[config.mk]
export PLATFORM = sky130hd
export DESIGN_NAME = mcfly_fetch_seq
export DESIGN_NICKNAME = d
export VERILOG_FILES = /design/src/rtl/mcfly_fetch_seq.sv
export SDC_FILE = /design/constraint.sdc
export NUM_CORES = 1
export LEC_CHECK = 0
export BUFFER_PORTS_ARGS = -buffer_cell sky130_fd_sc_hd__buf_2
export CORE_MARGIN = 2
export CORE_UTILIZATION = 40
export DETAILED_ROUTE_END_ITERATION = 16
export GPL_ROUTABILITY_DRIVEN = 0
export GPL_TIMING_DRIVEN = 0
export PLACE_DENSITY = 0.75
export SLEW_MARGIN = 20
export SYNTH_ARGS = -nofsm -noshare
export SYNTH_HDL_FRONTEND = slang
export SYNTH_SLANG_ARGS = --single-unit
[constraint.sdc]
create_clock -name clk -period 3.7 [get_ports clk]
set_clock_uncertainty 0.05 [all_clocks]
set_input_delay 1.11 -clock clk [delete_from_list [all_inputs] [get_ports clk]]
set_output_delay 1.11 -clock clk [all_outputs]
set_load 0.02 [all_outputs]
[src/rtl/mcfly_fetch_seq.sv]
// Byte-serial instruction fetch sequencer: assembles little-endian 32-bit words and hands them to a consumer.
// Optional illegal-opcode trap state enabled by defining MCFLY_ILLEGAL_TRAP_EN.
module mcfly_fetch_seq #(
   parameter int                  PC_WIDTH = 16,
   parameter logic [PC_WIDTH-1:0] RESET_PC = '0
) (
   input  logic                clk,
   input  logic                rst,
   output logic                mem_req,
   output logic [PC_WIDTH-1:0] mem_addr,
   input  logic                mem_ack,
   input  logic [7:0]          mem_data,
   output logic [31:0]         instr,
   output logic [PC_WIDTH-1:0] instr_pc,
   output logic [2:0]          instr_type,
   output logic                instr_valid,
   input  logic                instr_ready,
   input  logic                redirect,
   input  logic [PC_WIDTH-1:0] redirect_pc,
   output logic                busy,
   output logic                illegal
);

   typedef enum logic [1:0] {IDLE, FETCH, ISSUE, TRAP} state_e;

   state_e              state_q, state_d;
   logic [PC_WIDTH-1:0] pc_q, pc_d;
   logic [1:0]          beat_q, beat_d;
   logic [31:0]         instr_q, instr_d;

   function automatic logic [2:0] decode_type(input logic [6:0] op);
      case (op)
         7'b0110011:             return 3'd0;
         7'b0000011, 7'b0010011: return 3'd1;
         7'b0100011:             return 3'd2;
         7'b1100011:             return 3'd3;
         7'b0010111:             return 3'd4;
         7'b1100111, 7'b1101111: return 3'd5;
         default:                return 3'd7;
      endcase
   endfunction

   always_ff @(posedge clk or negedge rst) begin
      if (!rst) begin
         state_q <= IDLE;
         pc_q    <= RESET_PC;
         beat_q  <= 2'd0;
         instr_q <= 32'd0;
      end else begin
         state_q <= state_d;
         pc_q    <= pc_d;
         beat_q  <= beat_d;
         instr_q <= instr_d;
      end
   end

   always_comb begin
      state_d = state_q;
      pc_d    = pc_q;
      beat_d  = beat_q;
      instr_d = instr_q;
      if (redirect && state_q != IDLE) begin
         // Redirect wins over everything; a half-built word is simply abandoned.
         pc_d    = redirect_pc & ~PC_WIDTH'(3);
         beat_d  = 2'd0;
         state_d = FETCH;
      end else begin
         case (state_q)
            IDLE: begin
               beat_d  = 2'd0;
               state_d = FETCH;
            end
            FETCH: begin
               if (mem_ack) begin
                  instr_d[{beat_q, 3'b000} +: 8] = mem_data;
                  beat_d = beat_q + 2'd1;
                  if (beat_q == 2'd3) begin
                     state_d = ISSUE;
`ifdef MCFLY_ILLEGAL_TRAP_EN
                     // Opcode byte arrived in beat 0, so it is already in instr_q.
                     if (decode_type(instr_q[6:0]) == 3'd7)
                        state_d = TRAP;
`endif
                  end
               end
            end
            ISSUE: begin
               if (instr_ready) begin
                  pc_d    = pc_q + PC_WIDTH'(4);
                  state_d = FETCH;
               end
            end
            TRAP: begin
               state_d = TRAP;
            end
         endcase
      end
   end

   always_comb begin
      mem_req     = (state_q == FETCH);
      busy        = (state_q == FETCH);
      mem_addr    = pc_q + PC_WIDTH'(beat_q);
      instr_valid = (state_q == ISSUE);
`ifdef MCFLY_ILLEGAL_TRAP_EN
      illegal     = (state_q == TRAP);
`else
      illegal     = 1'b0;
`endif
   end

   assign instr      = instr_q;
   assign instr_pc   = pc_q;
   assign instr_type = decode_type(instr_q[6:0]);

endmodule

=== Word level (Yosys, flattened, before mapping) ===
Cells that the tools add are included.

* Bits in registers: 52
* Input port bits: 29
* Output and inout bits: 71

* Add/sub/neg operators: 4
* Equal/unequal tests: 15
* Shift operators: 2
* Mux-type cells: 13
* Bitwise operators: 1
* Reductions and logical operators: 12

{| class="wikitable"
|+ Operators with widths
! cell !! number
|-
| $mux 16 || 3
|-
| $bwmux 32 || 1
|-
| $shift 8x7->32 const A || 1
|-
| $shiftx 8x7->32 || 1
|-
| $eq 7x7->1 const B || 3
|-
| $pmux 3 s6 || 1
|-
| $add 16x2->16 || 1
|-
| $add 16x3->16 const B || 1
|-
| $eq 7x5->1 const B || 2
|-
| $eq 7x6->1 const B || 2
|-
| $mux 2 || 6
|-
| $pmux 2 s4 || 1
|-
| $eq 7x2->1 const B || 1
|-
| $neg 5->7 || 1
|-
| $eq 2x2->1 const B || 3
|-
| $ne 3x1->1 const B || 2
|-
| $reduce_and 3->1 || 2
|-
| $reduce_bool 2->1 || 3
|-
| $pmux 2 s2 || 1
|-
| $reduce_and 2->1 || 2
|-
| $reduce_or 2->1 || 2
|-
| $ne 3x2->1 const B || 1
|-
| $reduce_bool 3->1 || 1
|-
| $add 2x1->2 const B || 1
|-
| 4 further kinds || 4
|}

=== Depth between registers and ports, before layout ===
Gate-level depths: netlist of run 1.

* Word-level depth: 5
* Gate-level depth with buffers: 6

=== Least setup slack after synthesis of run 1 ===
No wires, ideal clock.

* Path type: input to register
* Start point: input port instr_ready
* End point: register pc_q[15], in the netlist instr_pc[15]
* Setup time: 0.082 ns
* Arrival time: 2.396 ns
* Required time: 3.568 ns
* Setup slack: 1.172 ns
* Stages: 4
* Buffers on the path: 0
* Path through: nand4b_1 -> or4_4 -> or4_1 -> a31oi_1

* Word-level cells in the longest chain between the ends: 2

{| class="wikitable"
|+ RTL lines
! item !! RTL line !! source
|-
| from (decl) || 17 || <nowiki>input logic instr_ready,</nowiki>
|-
| $reduce_bool 2->1 (no line) || - ||
|-
| $reduce_and 2->1 (no line) || - ||
|-
| to (signal assigned) || 51 || <nowiki>pc_q <= pc_d;</nowiki>
|-
| to (decl) || 27 || <nowiki>logic [PC_WIDTH-1:0] pc_q, pc_d;</nowiki>
|}

No other way between the ends.
A chain may end at the register's enable or synchronous reset.

=== Worst setup path after layout of run 1 ===
* Start point: register instr_q[2], in the netlist instr[2]
* End point: output port instr_type[1]

* Word-level cells in the longest chain between the ends: 3
* Elaborated cells on any way between the ends: 11

{| class="wikitable"
|+ RTL lines
! item !! RTL line !! source
|-
| from (decl) || 29 || <nowiki>logic [31:0] instr_q, instr_d;</nowiki>
|-
| from (signal assigned) || 53 || <nowiki>instr_q <= instr_d;</nowiki>
|-
| $eq 7x7->1 (tied with other cells) || 32 || <nowiki>case (op)</nowiki>
|-
| $reduce_or 2->1 || 32 ||
|-
| $pmux 3 s6 (*) || 32 ||
|-
| to (decl) || 15 || <nowiki>output logic [2:0] instr_type,</nowiki>
|}

Mark *: on every way between the ends. The rest lies on a longest branch, timed or not.

==> impl_metrics.env, run 1 <==
export IMPL_via_count=2335
export IMPL_p_leak_uw=0.00152
export IMPL_drtIter0Drc=177
export IMPL_holdCritPathClass="register to register"
export IMPL_p_switching_uw=415
export IMPL_period_share=0.765
export IMPL_ir_drop_uv=149
export IMPL_hold_ws_ns=0.435
export IMPL_criticalPathCategory="register to output pin"
export IMPL_arrival_ns=1.67
export IMPL_rrSetupSlack_ns=1.50
export IMPL_nets=430
export IMPL_cts_tree="done"
export IMPL_power_per_cell_area_nw_per_um2=394
export IMPL_fp_row_count=28
export IMPL_area_growth_pct=26.9
export IMPL_die_y_um=83.1
export IMPL_root_buffer="clkbuf_8"
export IMPL_ys_seq_area_frac=0.500
export IMPL_multi_input_area_um2=1110
export IMPL_dieArea_um2=6900
export IMPL_reg2regPathDepth=5
export IMPL_setup_worst_path_end_class="output pin"
export IMPL_grt_max_degree=51
export IMPL_design_area_um2=3170
export IMPL_diodes=0
export IMPL_hold_violations=0
export IMPL_p_sw_frac=0.332
export IMPL_clock_sinks=50
export IMPL_drt_total_wl_um=6270
export IMPL_synth_top_area_frac=0.500
export IMPL_seqCellArea_um2=1250
export IMPL_synth_area_per_cell_um2=8.60
export IMPL_wl_per_cell_um=13.3
export IMPL_netlist_instances=291
export IMPL_post_cts_resized=0
export IMPL_grt_pass1_vias=2163
export IMPL_drive_gt1_frac=0.278
export IMPL_path_max_fanout=7
export IMPL_antenna_found_initial=0
export IMPL_hpwl_um=4660
export IMPL_maxCapViolCount=0
export IMPL_grt_usage=0.185
export IMPL_cts_hold_buf=0
export IMPL_drc=0
export IMPL_numCtsBuffers=5
export IMPL_setup_viol=0
export IMPL_coreArea_um2=5990
export IMPL_status="completed"
export IMPL_start_kind="register"
export IMPL_dp_slack_ns=0.934
export IMPL_p_int_uw=837
export IMPL_setup_slack_ns=0.870
export IMPL_grt_pass1_wl_um=10500
export IMPL_dr_pass1_iters=4
export IMPL_clkPwrFrac=0.276
export IMPL_drv_slew=0
export IMPL_cts_max_path_buffers=2
export IMPL_die_x_um=83.1
export IMPL_tns_ns=0
export IMPL_yosysWarnings=0
export IMPL_yosysTopAreaCell="dfrtp_1"
export IMPL_ys_seq_elements=50
export IMPL_slew_headroom=0.434
export IMPL_synth_area_leaders="dfrtp_1 50%, nand2_1 13%, o21ai_0 8.8%, ha_1 3.5%, clkbuf_1 3.3%"
export IMPL_fmax_ghz=0.353
export IMPL_p_seq_frac=0.505
export IMPL_io_buffers=94
export IMPL_rsz0062_at_grt="false"
export IMPL_ios=100
export IMPL_holdPathStages=2
export IMPL_critical_path_required_ns=2.54
export IMPL_fill_cells=567
export IMPL_grt_remaining_overflow=0
export IMPL_route_antenna_remaining_nets=0
export IMPL_cts_max_level=2
export IMPL_min_period_ns=2.83
export IMPL_p_comb_frac=0.218
export IMPL_placed_cell_area_um2=3070
export IMPL_clock_latency_ns=0.30
export IMPL_avgViaCountPerCell=4.97
export IMPL_netlist_area_um2=2500
export IMPL_clk_pin_slew_ns=0.10
export IMPL_post_cts_buffers=0
export IMPL_tightest_slew_ns=0.847
export IMPL_synth_cell_types=41
export IMPL_initial_core_util=0.418
[synthesized netlist by cell type (all sizes together)]
library cell	count
mux2i	1
conb	1
ha	7
maj3	1
o2bb2ai	1
nor4	4
dfrtp	50
dlygate4sd1	1
xnor2	7
and4bb	1
o32ai	1
and3b	1
nor3b	3
nand4	4
a21o	1
xor2	3
nand3b	2
nand2	89
o21a	1
a221o	1
a21oi	2
a31oi	3
nand2b	1
o21ai	45
nand4b	1
nor3	3
clkbuf	22
and3	1
o31ai	1
nand3	5
a211o	1
nor2b	2
inv	7
nor2	9
or4	2
a32oi	1
or3	1
buf	4
[per-layer routing]
| layer | up-vias | GRT usage | wire length, µm |
|---|---|---|---|
| met3 | 13 | 0.0398 | 298 |
| met1 | 1103 | 0.239 | 2750 |
| met4 | 0 | 0.0626 | 136 |
| met5 | - | 0 | 0 |
| li1 | 1162 | - | - |
| met2 | 57 | 0.307 | 3080 |
[sequential cells by signal (all words and copies together), names as in the netlist]
signal    count
beat_q        2
instr        32
instr_pc     14
state_q       2
[layout by cell type (no fill, tap or decap), types with 2 or more instances in the layout]
cell      count
a21oi_1       2
a31oi_1       3
buf_2        93
buf_4         5
clkbuf_1     22
clkbuf_8      6
conb_1        3
dfrtp_1      50
ha_1          7
inv_1         7
nand2_1      89
nand3_1       4
nand3b_1      2
nand4_1       4
nor2_1        9
nor2b_1       2
nor3_1        3
nor3b_1       3
nor4_1        4
o21ai_0      44
xnor2_1       7
xor2_1        3
[power groups by stage]
| stage | sequential [µW] | combinational, µW | clock [µW] |
|---|---|---|---|
| floorplan | 682 | 121 | 0 |
| global route | 640 | 301 | 379 |
| CTS | 633 | 276 | 355 |
| global placement | 642 | 270 | 0 |
| detailed placement | 643 | 275 | 0 |
| finish | 633 | 273 | 346 |
[final timing paths]
path                                             from                        to
worst max-delay path             instr[2]$_DFFE_PN0P_             instr_type[1]
worst min-delay path             instr[9]$_DFFE_PN0P_      instr[9]$_DFFE_PN0P_
worst max register to register  beat_q[0]$_DFFE_PN0P_     instr[10]$_DFFE_PN0P_
worst min register to register   instr[9]$_DFFE_PN0P_      instr[9]$_DFFE_PN0P_
max in group asynchronous                         rst  instr_pc[13]$_DFFE_PN0P_
min in group asynchronous                         rst     instr[10]$_DFFE_PN0P_
[critical path: stages (launching register included)]
cell and delay [ns]:
dfrtp_1 0.47, maj3_1 0.38, o32ai_1 0.23, nand3_1 0.11
buf_2 0.17
[kinds of logic after synthesis]
| logic type | share of synthesized area |
|---|---|
| xor+xnor | 0.0350 |
| buf+inv | 0.0590 |
| fa+ha+maj | 0.0390 |
| simple gates | 0.233 |
| compound gates | 0.129 |
| flops | 0.500 |
| other cells | 0.00150 |
| mux | 0.00400 |
[final cells by class]
cell class                      count  area share
Clock inverter                      2     0.00512
Inverter                            7     0.00828
Sequential cell                    50       0.394
Tap cell                           75      0.0296
Timing Repair Buffer               94       0.149
Clock buffer                        6      0.0260
Multi-Input combinational cell    209       0.350
Buffer                             27      0.0382
[through the flow]
stage           util  total power (µW)  cells
3_3_place_gp   0.513               912    462
4_1_cts        0.529              1260    470
6_report       0.530              1250    470
3_5_place_dp   0.513               918    462
2_1_floorplan      -               804    293
5_1_grt        0.530              1320    470
(Power assumes the default switching activity.)
==> inputs of run 2 (changes only) <==
--- a/config.mk
+++ b/config.mk
@@ -5,13 +5,14 @@
 export SDC_FILE = /design/constraint.sdc
 export NUM_CORES = 1
 export LEC_CHECK = 0
+export ABC_AREA = 1
 export BUFFER_PORTS_ARGS = -buffer_cell sky130_fd_sc_hd__buf_2
 export CORE_MARGIN = 2
 export CORE_UTILIZATION = 40
 export DETAILED_ROUTE_END_ITERATION = 16
 export GPL_ROUTABILITY_DRIVEN = 0
 export GPL_TIMING_DRIVEN = 0
-export PLACE_DENSITY = 0.75
+export PLACE_DENSITY = 0.76
 export SLEW_MARGIN = 20
 export SYNTH_ARGS = -nofsm -noshare
 export SYNTH_HDL_FRONTEND = slang
==> constraint.sdc (replaced) <==
create_clock -name clk -period 2.5 [get_ports clk]
set_clock_uncertainty 0.05 [all_clocks]
set_input_delay 0.75 -clock clk [delete_from_list [all_inputs] [get_ports clk]]
set_output_delay 0.75 -clock clk [all_outputs]
set_load 0.02 [all_outputs]
==> run 2 against run 1 <==
Register-to-register slack worse by 1.2 ns. Power grew to 2.7 times the previous value. Cell area is 12% higher. Critical path depth is 2 higher. Critical endpoint is now instr_type[0]. Largest cell class is now multi-input gates. Highest routed layer unchanged.
==> impl_metrics.env, run 2 <==
export IMPL_grt_pass1_wl_um=12300
export IMPL_final_util=0.520
export IMPL_synth_xor_area_frac=0.00307
export IMPL_grt_max_degree=51
export IMPL_clock_sinks=50
export IMPL_tightest_slew_ns=0.645
export IMPL_avgViaCountPerCell=4.97
export IMPL_drc=0
export IMPL_wl_per_cell_um=12.8
export IMPL_initial_core_util=0.418
export IMPL_largest_reg_flops=32
export IMPL_drive_gt1_frac=0.257
export IMPL_synth_top_area_frac=0.438
export IMPL_start_kind="register"
export IMPL_cts_max_level=2
export IMPL_setup_slack_ns=0.146
export IMPL_clk_pin_slew_ns=0.09
export IMPL_slew_headroom=0.570
export IMPL_io_buffers=94
export IMPL_grt_remaining_overflow=0
export IMPL_hold_violations=0
export IMPL_rsz0062_at_grt="false"
export IMPL_setup_worst_path_end_class="output pin"
export IMPL_setup_viol=0
export IMPL_cts_max_path_buffers=2
export IMPL_grt_pass1_vias=2665
export IMPL_synth_cell_types=29
export IMPL_dieArea_um2=7830
export IMPL_drv_slew=0
export IMPL_tns_ns=0
export IMPL_die_x_um=88.5
export IMPL_arrival_ns=1.55
export IMPL_netlist_area_um2=2850
export IMPL_maxCapViolCount=0
export IMPL_criticalPathCategory="register to output pin"
export IMPL_synthMuxAreaShare=0
export IMPL_power_per_cell_area_nw_per_um2=956
export IMPL_antenna_found_initial=0
export IMPL_synth_async_sr_flop_share=1.00
export IMPL_drtIter0Drc=115
export IMPL_fmax_ghz=0.425
export IMPL_netlist_instances=382
export IMPL_p_total_uw=3400
export IMPL_cts_tree="done"
export IMPL_synthAdderAreaFrac=0.0307
export IMPL_layout_common_cells="97 x nand2_1, 94 x buf_2, 50 x dfrtp_1"
export IMPL_coreArea_um2=6830
export IMPL_die_y_um=88.5
export IMPL_final_common_cell="nand2_1"
export IMPL_r2r_start="beat_q[0]$_DFFE_PN0P_"
export IMPL_status="completed"
export IMPL_worstSetupEndpoint="instr_type[0]"
export IMPL_p_leak_uw=0.00204
export IMPL_numCtsBuffers=5
export IMPL_synth_edf_count=0
export IMPL_ir_drop_uv=388
export IMPL_path_max_fanout=3
export IMPL_yosysWarnings=0
export IMPL_clock_latency_ns=0.30
export IMPL_fill_cells=699
export IMPL_synth_simple_area_share=0.298
export IMPL_dr_pass1_iters=9
export IMPL_min_period_ns=2.35
export IMPL_ios=100
export IMPL_period_share=0.942
export IMPL_area_growth_pct=24.6
export IMPL_rrSetupSlack_ns=0.27
export IMPL_r2r_end="instr[23]$_DFFE_PN0P_"
export IMPL_synth_compound_gate_area_share=0.117
export IMPL_cts_hold_buf=0
export IMPL_synth_common_cells="97 x nand2_1, 50 x dfrtp_1, 49 x o21ai_0, 44 x inv_1, 33 x nand3_1"
export IMPL_hpwl_um=5600
export IMPL_diodes=0
export IMPL_grt_usage=0.200
export IMPL_fp_row_count=30
export IMPL_ys_seq_area_frac=0.438
export IMPL_dp_slack_ns=0.320
export IMPL_synthFlopType="dfrtp_1"
export IMPL_ys_seq_elements=50
export IMPL_nets=521
export IMPL_drt_total_wl_um=7440
export IMPL_synth_area_per_cell_um2=7.47
export IMPL_yosysTopAreaCell="dfrtp_1"
export IMPL_via_count=2891
export IMPL_crit_start="instr[1]$_DFFE_PN0P_"
export IMPL_route_antenna_remaining_nets=0
export IMPL_critical_path_required_ns=1.70
export IMPL_synth_most_common_cell="nand2_1"
export IMPL_synth_area_leaders="dfrtp_1 44%, nand2_1 13%, o21ai_0 8.6%, inv_1 5.8%, nand3_1 5.8%"
export IMPL_root_buffer="clkbuf_8"
export IMPL_post_cts_buffers=0
export IMPL_holdCritPathClass="primary input to async pin"
export IMPL_synth_top_family_by_area="simple AND/OR/NAND/NOR gates"
export IMPL_reg2regPathDepth=7
## run 2: cell types whose count changed in the layout (fill, tap and decap cells not counted), moves of 5 or more
cell / change
o21ai_0: +5
inv_1: +37
nor2_1: +11
nand3_1: +29
nand4_1: +18
nand2_1: +8
xnor2_1: -6
## run 2: worst min path at each step
| stage | to | depth (start not counted) | slack (ns) |
|---|---|---|---|
| final | instr[20]$_DFFE_PN0P_ | 1 | 0.42 |
| after floorplan | beat_q[0]$_DFFE_PN0P_ | 0 | 0.40 |
| after detailed placement | instr[8]$_DFFE_PN0P_ | 2 | 0.44 |
| after global placement | instr[14]$_DFFE_PN0P_ | 2 | 0.44 |
| after CTS | instr[17]$_DFFE_PN0P_ | 1 | 0.44 |
| after global routing | instr[4]$_DFFE_PN0P_ | 1 | 0.47 |
## run 2: power by group
part	internal (µW)	switching [µW]	total, µW
Combinational	554	1130	1690
Sequential	987	232	1220
Clock	223	270	493
Total	1760	1640	3400
## run 2: routing by layer
layer | global-route usage | vias up | share of wire
met2 | 0.336 | 116 | 0.48
li1 | - | 1443 | -
met3 | 0.0345 | 8 | 0.072
met4 | 0.0634 | 0 | 0.012
met1 | 0.264 | 1324 | 0.44
met5 | 0 | - | 0
## run 2: area by class of cell
type	instances	area (µm²)	area share
buffer	28	148	0.0415
clock buffer	6	82.6	0.0232
clock inverter	2	12.5	0.00352
inverter	46	173	0.0486
multi-input combinational	260	1290	0.364
sequential	50	1250	0.352
tap	96	120	0.0338
timing repair buffer	94	473	0.133
## run 2: logic make-up after synthesis
family,after synthesis
other cells,1
buf+inv,74
fa+ha+maj,7
simple gates,186
flops,50
xor+xnor,1
compound gates,63
## run 2: repair_timing
item                                    CTS  global route
hold endpoints to repair                  0             0
resized for setup                         0             1
endpoints found under the setup margin    0             2
## run 2: stage by stage
step | area (µm²) | instances | hold slack, ns
2_1_floorplan | 2860 | 384 | 0.404
3_3_place_gp | 3450 | 574 | 0.439
5_1_grt | 3550 | 582 | 0.468
4_1_cts | 3550 | 582 | 0.442
6_report | 3550 | 582 | 0.417
3_5_place_dp | 3450 | 574 | 0.439
## run 2: critical path, stage by stage (launching register included)
cell	delay, ns
dfrtp_1	0.38
nand2_1	0.10
nor3_1	0.28
o21ai_0	0.18
nand2_1	0.12
nand2_1	0.05
buf_2	0.15
